## src/rtl/hazard_ctrl_pkg.sv

```systemverilog
// Shared constants and types for the hazard controller.
package hazard_ctrl_pkg;

  // Register $0 is hard-wired to zero and never creates a dependence.
  localparam logic [4:0] REG_ZERO = 5'd0;

  // Width of the saturating stall-cycle counter.
  localparam int unsigned STALL_TOTAL_W = 16;

  // Number of stall cycles an ID instruction requires.
  typedef enum logic [1:0] {
    STALL_NONE = 2'd0,
    STALL_ONE  = 2'd1,
    STALL_TWO  = 2'd2
  } stall_len_e;

  // Larger of two stall lengths; used when several hazard rules fire at once.
  function automatic stall_len_e stall_max(input stall_len_e a, input stall_len_e b);
    return (a > b) ? a : b;
  endfunction

endpackage

```

## src/rtl/hazard_ctrl_dep_match.sv

```systemverilog
// Source/destination register comparator with $0 exclusion.
module dep_match
  import hazard_ctrl_pkg::*;
(
  input  logic [4:0] src_i,
  input  logic       src_used_i,
  input  logic [4:0] dst_i,
  output logic       match_o
);

  // A dependence exists only for a used source naming a non-zero destination.
  assign match_o = src_used_i && (src_i == dst_i) && (dst_i != REG_ZERO);

endmodule

```

## src/rtl/hazard_ctrl.sv

```systemverilog
// Load-use / early-branch hazard controller: computes stall length, drives
// pipeline enables and keeps a saturating count of stall cycles.
module hazard_ctrl
  import hazard_ctrl_pkg::*;
(
  input  logic                     clk,
  input  logic                     reset,
  input  logic [4:0]               ID_Rs,
  input  logic [4:0]               ID_Rt,
  input  logic                     ID_UsesRs,
  input  logic                     ID_UsesRt,
  input  logic                     ID_EarlyUse,
  input  logic                     ID_Redirect,
  input  logic                     EX_MemRead,
  input  logic                     EX_RegWrite,
  input  logic [4:0]               EX_Rd,
  input  logic                     MEM_MemRead,
  input  logic [4:0]               MEM_Rd,
  output logic                     PC_Write,
  output logic                     IFID_Write,
  output logic                     IFID_Flush,
  output logic                     IDEX_Bubble,
  output logic [1:0]               StallCnt,
  output logic [STALL_TOTAL_W-1:0] StallTotal
);

  logic                     ex_rs_hit, ex_rt_hit, mem_rs_hit, mem_rt_hit;
  logic                     ex_hit, mem_hit;
  stall_len_e               need_n;
  logic                     stall;
  logic [1:0]               cnt_q, cnt_d;
  logic [STALL_TOTAL_W-1:0] total_q, total_d;

  dep_match u_ex_rs (
    .src_i      (ID_Rs),
    .src_used_i (ID_UsesRs),
    .dst_i      (EX_Rd),
    .match_o    (ex_rs_hit)
  );

  dep_match u_ex_rt (
    .src_i      (ID_Rt),
    .src_used_i (ID_UsesRt),
    .dst_i      (EX_Rd),
    .match_o    (ex_rt_hit)
  );

  dep_match u_mem_rs (
    .src_i      (ID_Rs),
    .src_used_i (ID_UsesRs),
    .dst_i      (MEM_Rd),
    .match_o    (mem_rs_hit)
  );

  dep_match u_mem_rt (
    .src_i      (ID_Rt),
    .src_used_i (ID_UsesRt),
    .dst_i      (MEM_Rd),
    .match_o    (mem_rt_hit)
  );

  assign ex_hit  = ex_rs_hit  || ex_rt_hit;
  assign mem_hit = mem_rs_hit || mem_rt_hit;

  // Required stall length; only evaluated when no stall is already in progress.
  always_comb begin
    need_n = STALL_NONE;
    if (cnt_q == '0) begin
      if (EX_MemRead && ex_hit)
        need_n = stall_max(need_n, ID_EarlyUse ? STALL_TWO : STALL_ONE);
      if (EX_RegWrite && !EX_MemRead && ex_hit && ID_EarlyUse)
        need_n = stall_max(need_n, STALL_ONE);
      if (MEM_MemRead && mem_hit && ID_EarlyUse)
        need_n = stall_max(need_n, STALL_ONE);
    end
  end

  assign stall = (cnt_q != '0) || (need_n != STALL_NONE);

  // Pipeline control; reset forces free-running values regardless of inputs.
  always_comb begin
    PC_Write    = 1'b1;
    IFID_Write  = 1'b1;
    IFID_Flush  = 1'b0;
    IDEX_Bubble = 1'b0;
    if (reset) begin
      if (stall) begin
        PC_Write    = 1'b0;
        IFID_Write  = 1'b0;
        IDEX_Bubble = 1'b1;
      end else begin
        IFID_Flush  = ID_Redirect;
      end
    end
  end

  // Next-state for the remaining-stall counter and the saturating total.
  always_comb begin
    cnt_d   = '0;
    total_d = total_q;
    if (cnt_q != '0)
      cnt_d = cnt_q - 2'd1;
    else if (need_n != STALL_NONE)
      cnt_d = 2'(need_n) - 2'd1;
    if (stall && (total_q != '1))
      total_d = total_q + STALL_TOTAL_W'(1);
  end

  // State registers.
  always_ff @(posedge clk or negedge reset) begin
    if (!reset) begin
      cnt_q   <= '0;
      total_q <= '0;
    end else begin
      cnt_q   <= cnt_d;
      total_q <= total_d;
    end
  end

  assign StallCnt   = cnt_q;
  assign StallTotal = total_q;

endmodule

```

## config.mk

```make
export PLATFORM = sky130hd
export DESIGN_NAME = hazard_ctrl
export DESIGN_NICKNAME = d
export VERILOG_FILES = /design/src/rtl/hazard_ctrl_pkg.sv /design/src/rtl/hazard_ctrl_dep_match.sv /design/src/rtl/hazard_ctrl.sv
export SDC_FILE = /design/constraint.sdc
export NUM_CORES = 1
export LEC_CHECK = 0
export BUFFER_PORTS_ARGS = -buffer_cell sky130_fd_sc_hd__buf_2
export CORE_AREA = 8 8 64 66
export CTS_CLUSTER_SIZE = 8
export DETAILED_ROUTE_END_ITERATION = 10
export DIE_AREA = 0 0 72 74
export PLACE_DENSITY = 0.75
export SLEW_MARGIN = 20
export SYNTH_ARGS = -nofsm -noshare
export SYNTH_HDL_FRONTEND = slang
export SYNTH_HIERARCHICAL = 1
export SYNTH_SLANG_ARGS = --single-unit
```

## constraint.sdc

```tcl
create_clock -name clk -period 3.15 [get_ports clk]
set_clock_uncertainty 0.1 [all_clocks]
set_input_delay 0.1575 -clock clk [delete_from_list [all_inputs] [get_ports clk]]
set_output_delay 0.1575 -clock clk [all_outputs]
set_load 0.02 [all_outputs]
```

==> metrics, run 1 <==
layer carrying the most global-route usage=met2; Diodes inserted=0; GR Layer Usage met3=0.0593; launch instance of the worst register-to-register path=StallTotal[0]; min-delay src=EX_MemRead; Floorplan Core Area=3180 um^2; Total Power Consumption=552 uW; total via count in the routed design=1067; DRC violation total after the first TritonRoute iteration=40; Post-Syn Nets=151; highest fanout seen on the critical path=6; Routed WL=2900 um; setup repair after global routing missed its margin=no; FF+latch area=450 um^2; data arrival time at the worst-slack endpoint=1650 ps; commonest cells after routing, fill and taps aside=sky130_fd_sc_hd__buf_2, sky130_fd_sc_hd__dfrtp_1, sky130_fd_sc_hd__xor2_1; Finish-stage setup viols=0; number of global-route vias before repair=1111; antenna viol nets, final=0; adder-cell share of the synthesized area=0.0107; initial core utilization=0.368; largest family of logic cells by synthesized area=simple AND/OR/NAND/NOR gates; Setup crit start=ID_Rt[0]; number of CTS-inserted buffers=3; met1 track demand over resource in global routing=0.139; count of H-tree levels built during CTS=1; peak clock frequency supported by timing=524 MHz; CTS tree=done; number of buffers on the longest clock path=2; gr ovfl total=0; setup repair bufs after CTS=0; largest net degree at the start of global routing=21; post-detailed-route via-to-cell ratio=4.85; critical path endpoint category=primary output; area of the die=5330 um^2; multi-input logic area=704 um^2; wire length per cell=13.2 um; quantity of I/O buffers inserted on ports=50; Final #Nets=206; wire length of the first global-routing pass=5040 um; Remaining DRCs=0; synth unique cells=30; cell area after synthesis=1170 um^2; startpoint class of the critical path=primary input; register-to-register setup slack=1430 ps; Die Y-Extent=74 um; row count=21; Required @ worst endpoint=2890 ps; Sum Neg Setup Slack=0 ps; CTS sink cnt=18; number of iterations in the first detailed-routing pass=4; RR Endpoint=StallTotal[9]; start-to-end type of the worst setup path=primary input to primary output; share of cells above drive strength 1=0.339; transition time at the pin with the least slew margin=413 ps; I/O pin total=51; filler cell count=316; class of the tightest hold or removal check=primary input to flop; Reg2Reg Depth=5; initial antenna violation count=0; post-synthesis share of cell area spent on xor and xnor gates=0.232; count of maximum capacitance violations=0; clock tree root buffer cell=sky130_fd_sc_hd__clkbuf_4; global-route met2 utilization=0.189; max-slew violation count=0; synthesized-area fraction occupied by and/or/nand/nor cells=0.276; clock insertion delay at the later pin of the skew report=280 ps; final weighted congestion in routability-driven placement=0.799; detailed-placement wirelength estimate=2510 um; Seq cells post-synth=18; synthesized-area fraction occupied by ao, oa, aoi and oai cells=0.0738; Overall Global Routing Usage=0.119; VDD IR max=0.157 mV; sequential share of the synthesized area=0.385; relative slew slack=0.725; synth-to-layout area growth=28.4%; yosys synthesis warning count=6; hold violation count in the final report=0; portion of the clock cycle consumed by the worst path in the final layout=0.606; run status=completed; end point of the most critical hold path=StallCnt[0]; total power per unit cell area=367 nW/um^2; most common cell after layout, fill and taps aside=sky130_fd_sc_hd__buf_2; syn_area_per_cell=9.67 um^2; DIE WIDTH=72 um; Resize count post-CTS=0; number of cells on the worst hold path=3; post-layout minimum cycle time=1910 ps; Pleak=0.000734 uW; share of cell area taken by muxes after synthesis=0.00963; Post-Synthesis Cells=121; clock slew at the register clock pins of the worst setup and hold paths=90 ps
-- cells by family (layout without fill, tap and decap cells) --
family	count (synthesis)	after routing
AOI/OAI and AO/OA	11	11
DFF	18	18
buffers and inverters	3	56
muxes	1	1
adders and majority gates	1	1
xor gates and xnor gates	31	31
and+or+nand+nor	56	56
-- Yosys cell counts --
library cell / instances / share of area
sky130_fd_sc_hd__nor3_1: 4 / 0.017
sky130_fd_sc_hd__o211ai_4: 1 / 0.018
sky130_fd_sc_hd__nor4_1: 7 / 0.037
sky130_fd_sc_hd__nor2_1: 6 / 0.019
sky130_fd_sc_hd__buf_4: 1 / 0.0064
sky130_fd_sc_hd__nand2_1: 11 / 0.035
sky130_fd_sc_hd__o211ai_1: 2 / 0.013
sky130_fd_sc_hd__and4_4: 1 / 0.0096
sky130_fd_sc_hd__o21ai_2: 1 / 0.0075
sky130_fd_sc_hd__and4_1: 5 / 0.037
sky130_fd_sc_hd__xnor2_1: 14 / 0.10
sky130_fd_sc_hd__o21ai_0: 4 / 0.017
sky130_fd_sc_hd__and2_1: 1 / 0.0054
sky130_fd_sc_hd__nand3_2: 1 / 0.0086
sky130_fd_sc_hd__nand3_1: 6 / 0.026
sky130_fd_sc_hd__xor2_1: 17 / 0.13
sky130_fd_sc_hd__a21oi_1: 1 / 0.0043
sky130_fd_sc_hd__a21oi_2: 1 / 0.0075
sky130_fd_sc_hd__nand2_2: 1 / 0.0054
sky130_fd_sc_hd__nand4bb_1: 1 / 0.0096
sky130_fd_sc_hd__or2_1: 4 / 0.021
sky130_fd_sc_hd__nand4_1: 4 / 0.021
sky130_fd_sc_hd__and3_1: 2 / 0.011
sky130_fd_sc_hd__or3_1: 1 / 0.0054
sky130_fd_sc_hd__o21a_1: 1 / 0.0064
sky130_fd_sc_hd__dfrtp_1: 18 / 0.39
sky130_fd_sc_hd__ha_1: 1 / 0.011
sky130_fd_sc_hd__inv_1: 2 / 0.0064
sky130_fd_sc_hd__nand3b_1: 1 / 0.0064
sky130_fd_sc_hd__mux2_1: 1 / 0.0096
-- how the worst max path moves through the flow --
stage	end	depth (start not counted)
4_1_cts	IDEX_Bubble	9
3_5_place_dp	StallTotal[9]	9
5_1_grt	IDEX_Bubble	9
3_3_place_gp	StallTotal[9]	9
2_1_floorplan	StallTotal[9]	8
6_report	IDEX_Bubble	9
-- routing by layer --
metal	wire length, um	vias to the layer above
met3	317	5
met1	1290	473
met2	1270	47
li1	-	542
met4	29	0
met5	0	-
-- critical path: stages --
cell and delay, ps:
sky130_fd_sc_hd__buf_2 130, sky130_fd_sc_hd__nor4_1 360, sky130_fd_sc_hd__o21ai_0 160, sky130_fd_sc_hd__and4_1 200, sky130_fd_sc_hd__nor2_1 180, sky130_fd_sc_hd__o211ai_4 130, sky130_fd_sc_hd__nand2_1 130, sky130_fd_sc_hd__inv_1 50
sky130_fd_sc_hd__buf_2 150
-- what timing repair did --
| action | 4_1_cts | 5_1_grt |
|---|---|---|
| endpoints found under the hold margin | 18 | 0 |
| hold buffers | 1 | 0 |
| endpoints found under the setup margin | 0 | 0 |
-- sequential cells by signal (all words and copies together), names as in the netlist --
register	cells
StallCnt	2
StallTotal	16
-- where the power goes --
part | total, uW | switching (uW) | internal [uW]
Combinational | 157 | 91.7 | 65.3
Sequential | 288 | 37.6 | 251
Clock | 107 | 62.3 | 44.4
Total | 552 | 192 | 360
-- area by class of cell --
class                   count  area share
clock buffers               3      0.0150
inverters                   2     0.00500
well taps                  46      0.0383
multi-input cells         100       0.469
flip-flops and latches     18       0.300
repair buffers             51       0.173
-- metrics by stage --
stage                util  hold slack [ps]  setup slack, ps  area [um^2]  instances
floorplan               -             -238             1320         1170        121
global placement    0.462             11.3             1030         1470        216
detailed placement  0.462             14.1             1020         1470        216
CTS                 0.473             70.6             1240         1500        220
global route        0.473             66.3             1060         1500        220
finish              0.473             73.1             1240         1500        220
Power figures use the tool's default switching activity.
==> inputs of run 2 (changes only) <==
--- a/config.mk
+++ b/config.mk
@@ -10,7 +10,7 @@
 export CTS_CLUSTER_SIZE = 8
 export DETAILED_ROUTE_END_ITERATION = 10
 export DIE_AREA = 0 0 72 74
-export PLACE_DENSITY = 0.75
+export PLACE_DENSITY = 0.78
 export SLEW_MARGIN = 20
 export SYNTH_ARGS = -nofsm -noshare
 export SYNTH_HDL_FRONTEND = slang
==> constraint.sdc (replaced) <==
create_clock -name clk -period 1.6 [get_ports clk]
set_clock_uncertainty 0.1 [all_clocks]
set_input_delay 0.08 -clock clk [delete_from_list [all_inputs] [get_ports clk]]
set_output_delay 0.08 -clock clk [all_outputs]
set_load 0.02 [all_outputs]
==> run 2 against run 1 <==
Against the previous run:
- sequential share of layout area decreased by 5.7 points
- the run now ends with setup timing left
- clock-buffer cell count increased by 1
- first-iteration DRC count decreased by 10%
- critical endpoint is now StallTotal[9]
- largest power group unchanged
- worst hold slack improved by 200 ps
- highest routed layer unchanged
- sequential power increased by 80%
- combinational power increased to 3.2 times the previous value
- critical path depth increased by 1
- flip-flop and latch count unchanged
- global-route usage increased by 1.4 points
==> metrics, run 2 (synthesized netlist as in run 1, its figures left out) <==
quantity of I/O buffers inserted on ports=50; total power per unit cell area=669 nW/um^2; max-slew violation count=0; run status=complete, but fails checks; final design utilization=0.588; synth-to-layout area growth=59.8%; power dissipated by switching net loads=429 uW; Remaining DRCs=0; number of CTS-inserted buffers=3; largest delay contributor family on the critical path=simple AND/OR/NAND/NOR gates; startpoint class of the critical path=primary input; number of buffers on the longest clock path=2; start-to-end type of the worst setup path=primary input to flop; share of cells above drive strength 1=0.498; most common cell after layout, fill and taps aside=sky130_fd_sc_hd__buf_2; count of H-tree levels built during CTS=1; wire length of the first global-routing pass=5710 um; count of placed standard cells including taps=241; post-layout minimum cycle time=1660 ps; Clk network pwr share=0.181; post-detailed-route via-to-cell ratio=4.80; setup slack of the critical path after layout=-56.3 ps; Pleak=0.000907 uW; commonest cells after routing, fill and taps aside=sky130_fd_sc_hd__buf_2, sky130_fd_sc_hd__buf_4, sky130_fd_sc_hd__xor2_1; relative slew slack=0.789; violated checks=setup timing; VDD IR max=0.262 mV; highest fanout seen on the critical path=5; data arrival time at the worst-slack endpoint=1730 ps; antenna viol nets, final=0; max reg flops=16; detailed-placement wirelength estimate=2820 um; area of the die=5330 um^2; Final #Nets=234; largest net degree at the start of global routing=19; DIE WIDTH=72 um; setup repair after global routing missed its margin=yes; Buffers & Inverters on Critical Path=2; row count=21; gr ovfl total=0; Total Power Consumption=1250 uW; transition time at the pin with the least slew margin=317 ps; Routed WL=3360 um; Reg power frac=0.415; number of iterations in the first detailed-routing pass=4; Sum Neg Setup Slack=-258 ps; final weighted congestion in routability-driven placement=0.846; class of the tightest hold or removal check=primary input to async pin; peak clock frequency supported by timing=604 MHz; clock insertion delay at the later pin of the skew report=280 ps; worst setup slack before clock tree synthesis=-504 ps; clock slew at the register clock pins of the worst setup and hold paths=100 ps; DRC violation total after the first TritonRoute iteration=36; crit path max-delay cell type=sky130_fd_sc_hd__or3_1; number of global-route vias before repair=1336; ordered cell list for the critical path=buf_6 -> buf_4 -> xor2_1 -> nor3_2 -> and4_1 -> nor2_2 -> o211ai_4 -> o21ai_2 -> or3_1 -> xnor2_1; initial antenna violation count=0; switching power as a share of total power=0.343; filler cell count=274; power share of the combinational group=0.404; wire length per cell=13.5 um; CTS sink cnt=18; Critical Path Max Stage Delay=350 ps; Required @ worst endpoint=1680 ps; post-layout instance count excluding filler cells=249; clock tree root buffer cell=sky130_fd_sc_hd__clkbuf_4; CTS tree=done; hold violation count in the final report=0; Finish-stage setup viols=7; Diodes inserted=0; Floorplan Core Area=3180 um^2; Die Y-Extent=74 um; portion of the clock cycle consumed by the worst path in the final layout=1.04; critical path endpoint category=flop; initial core utilization=0.368; cell internal power dissipation=821 uW; total via count in the routed design=1196; Overall Global Routing Usage=0.133; count of maximum capacitance violations=0; I/O pin total=51
[run 2: path summary, 6_finish.rpt]
path	slack, ps	endpoint	depth (start not counted)	startpoint
max in group asynchronous	920	StallTotal[0]	3	reset
min	270	StallTotal[7]	3	reset
max reg2reg	20	StallTotal[9]	5	StallTotal[0]
max	-60	StallTotal[9]	10	ID_Rt[2]
min in group clk	300	StallTotal[0]	5	MEM_MemRead
min reg2reg	390	StallCnt[0]	1	StallCnt[0]
[run 2: layer usage]
layer,track usage,vias to the layer above,part of all wire
li1,-,598,-
met1,0.140,550,0.41
met2,0.246,46,0.49
met3,0.0539,2,0.10
met4,0.0272,0,0.0021
met5,0,-,0
[run 2: layout make-up]
class                           count  area (um^2)  share of cell area
Sequential cell                    18          453               0.242
Timing Repair Buffer               79          527               0.282
Clock buffer                        4         26.3              0.0141
Inverter                            2         7.51             0.00402
Multi-Input combinational cell    100          798               0.427
Tap cell                           46         57.6              0.0308
[run 2: worst reg2reg max path, cell delays in order (launching register included)]
cell and delay [ps]:
sky130_fd_sc_hd__dfrtp_2 410, sky130_fd_sc_hd__ha_1 240, sky130_fd_sc_hd__nand3_2 120, sky130_fd_sc_hd__o21ai_2 120
sky130_fd_sc_hd__or3_1 350, sky130_fd_sc_hd__xnor2_1 140
[run 2: timing repair]
action,4_1_cts,5_1_grt
pin swaps,7,8
gates cloned,0,0
buffers inserted,1,0
hold buffers,3,0
setup endpoints to repair,14,19
hold endpoints to repair,19,0
resized for setup,26,9
[run 2: metrics by stage]
step	cell area [um^2]	hold WS (ps)
after CTS	1840	254
after global routing	1870	284
after global placement	1670	-7.45
after detailed placement	1670	-3.75
final	1870	272
after floorplan	1180	-316
[run 2: power by group through the flow]
stage	logic, uW	registers (uW)	clock network (uW)
floorplan	139	616	0
CTS	501	520	241
detailed placement	469	530	0
global placement	446	526	0
global route	542	526	262
finish	504	519	227
==> inputs of run 3 (changes only) <==
==> constraint.sdc (replaced) <==
create_clock -name clk -period 1.6 [get_ports clk]
set_clock_uncertainty 0.1 [all_clocks]
set_input_delay 0.48 -clock clk [delete_from_list [all_inputs] [get_ports clk]]
set_output_delay 0.48 -clock clk [all_outputs]
set_load 0.02 [all_outputs]
==> run 3 against run 2 <==
Against the previous run:
- the flow still finishes with violations (setup timing)
- sequential power about the same
- die area unchanged
- clock power rose by 26%
- setup slack worse by 690 ps
- worst hold slack worse by 170 ps
- routed wire length rose by 5.8%
- non-clock buffer count up 2
- maximum frequency down 30%
==> metrics, run 3 (synthesized netlist as in run 1, its figures left out) <==
run status=complete, but fails checks; violated checks=setup timing; total cell area at the placement stage=1690 um^2; Diodes inserted=0; class of the tightest hold or removal check=primary input to async pin; worst setup path endpoint=IFID_Flush; Die Y-Extent=74 um; Remaining DRCs=0; power dissipated by switching net loads=470 uW; share of cells above drive strength 1=0.507; number of buffers on the longest clock path=2; total power per unit cell area=711 nW/um^2; start-to-end type of the worst setup path=primary input to primary output; highest fanout seen on the critical path=4; relative slew slack=0.822; cell internal power dissipation=933 uW; number of iterations in the first detailed-routing pass=4; quantity of I/O buffers inserted on ports=50; DRC violation total after the first TritonRoute iteration=30; most common cell after layout, fill and taps aside=sky130_fd_sc_hd__buf_4; count of H-tree levels built during CTS=1; setup slack of the critical path after layout=-751 ps; total via count in the routed design=1248; power share of the combinational group=0.426; clock slew at the register clock pins of the worst setup and hold paths=100 ps; area of the die=5330 um^2; I/O pin total=51; commonest cells after routing, fill and taps aside=sky130_fd_sc_hd__buf_4, sky130_fd_sc_hd__buf_2, sky130_fd_sc_hd__dfrtp_1; Reg2Reg Depth=6; setup repair after global routing missed its margin=yes; detailed-placement wirelength estimate=2790 um; data arrival time at the worst-slack endpoint=1770 ps; Setup crit start=MEM_Rd[1]; hold violation count in the final report=0; RR Endpoint=StallTotal[15]; post-detailed-route via-to-cell ratio=4.97; count of hold buffers inserted by post-cts repair=0; clock insertion delay at the later pin of the skew report=300 ps; Final #Nets=236; number of CTS-inserted buffers=3; transition time at the pin with the least slew margin=265 ps; Sum Neg Setup Slack=-9520 ps; synth-to-layout area growth=68.6%; wire length per cell=14.2 um; number of global-route vias before repair=1360; switching power as a share of total power=0.335; post-layout minimum cycle time=2350 ps; antenna viol nets, final=0; largest net degree at the start of global routing=19; Floorplan Core Area=3180 um^2; clock tree root buffer cell=sky130_fd_sc_hd__clkbuf_4; Clk network pwr share=0.204; count of maximum capacitance violations=0; max-slew violation count=0; Total Power Consumption=1400 uW; final weighted congestion in routability-driven placement=0.795; Reg power frac=0.370; filler cell count=272; portion of the clock cycle consumed by the worst path in the final layout=1.47; Pleak=0.000983 uW; post-route cell area=1970 um^2; register-to-register setup slack=-20 ps; Required @ worst endpoint=1020 ps; gr ovfl total=0; Routed WL=3560 um; CTS tree=done; max reg flops=16; initial core utilization=0.368; DIE WIDTH=72 um; launch instance of the worst register-to-register path=StallTotal[7]; peak clock frequency supported by timing=425 MHz; CTS sink cnt=18; Finish-stage setup viols=20; VDD IR max=0.358 mV; row count=21; initial antenna violation count=0; startpoint class of the critical path=primary input; Overall Global Routing Usage=0.133; wire length of the first global-routing pass=5690 um; critical path endpoint category=primary output
## run 3: per-stage QoR
stage | hold WS (ps) | utilization | worst slack (ps) | instances
after CTS | 101 | 0.574 | -781 | 246
after global placement | 388 | 0.532 | -963 | 241
after floorplan | 84.4 | - | -580 | 121
final | 97.9 | 0.620 | -751 | 251
after global routing | 115 | 0.620 | -843 | 251
after detailed placement | 388 | 0.532 | -940 | 241
## run 3: area by class of cell
type                    instances  area (um^2)  share of cell area
inverters                       2         7.51             0.00381
flip-flops and latches         18          450               0.228
repair buffers                 81          597               0.303
multi-input cells             100          823               0.418
well taps                      46         57.6              0.0292
clock buffers                   4         36.3              0.0184
## run 3: timing repair
item	4_1_cts	5_1_grt
setup endpoints to repair	20	31
endpoints found under the hold margin	0	0
pin swaps	10	7
gates resized for setup	23	29
buffers inserted	1	5
## run 3: worst max-delay path, stage by stage
cell and delay [ps]:
sky130_fd_sc_hd__clkbuf_4 170, sky130_fd_sc_hd__xor2_1 170, sky130_fd_sc_hd__nor3_1 80, sky130_fd_sc_hd__and4_1 210
sky130_fd_sc_hd__o211ai_1 270, sky130_fd_sc_hd__o211ai_4 140, sky130_fd_sc_hd__nor2_2 130, sky130_fd_sc_hd__buf_6 120
## run 3: power by group through the flow
stage                     Combinational, uW  Clock [uW]  Sequential [uW]
after floorplan                         146           0              610
after global placement                  473           0              521
after detailed placement                479           0              523
after CTS                               505         283              515
after global routing                    649         305              526
final                                   597         286              519
## run 3: layer usage
| layer | part of all wire | global-route usage | vias to the layer above |
|---|---|---|---|
| met1 | 0.39 | 0.139 | 592 |
| li1 | - | - | 602 |
| met4 | 0.013 | 0.0476 | 0 |
| met2 | 0.52 | 0.245 | 47 |
| met3 | 0.076 | 0.0445 | 7 |
| met5 | 0 | 0 | - |
## run 3: how the worst min path moves through the flow
stage,from,to
detailed placement,StallTotal[7],StallTotal[7]
floorplan,reset,StallCnt[0]
finish,reset,StallTotal[13]
global placement,StallTotal[7],StallTotal[7]
CTS,reset,StallTotal[13]
global route,reset,StallTotal[13]
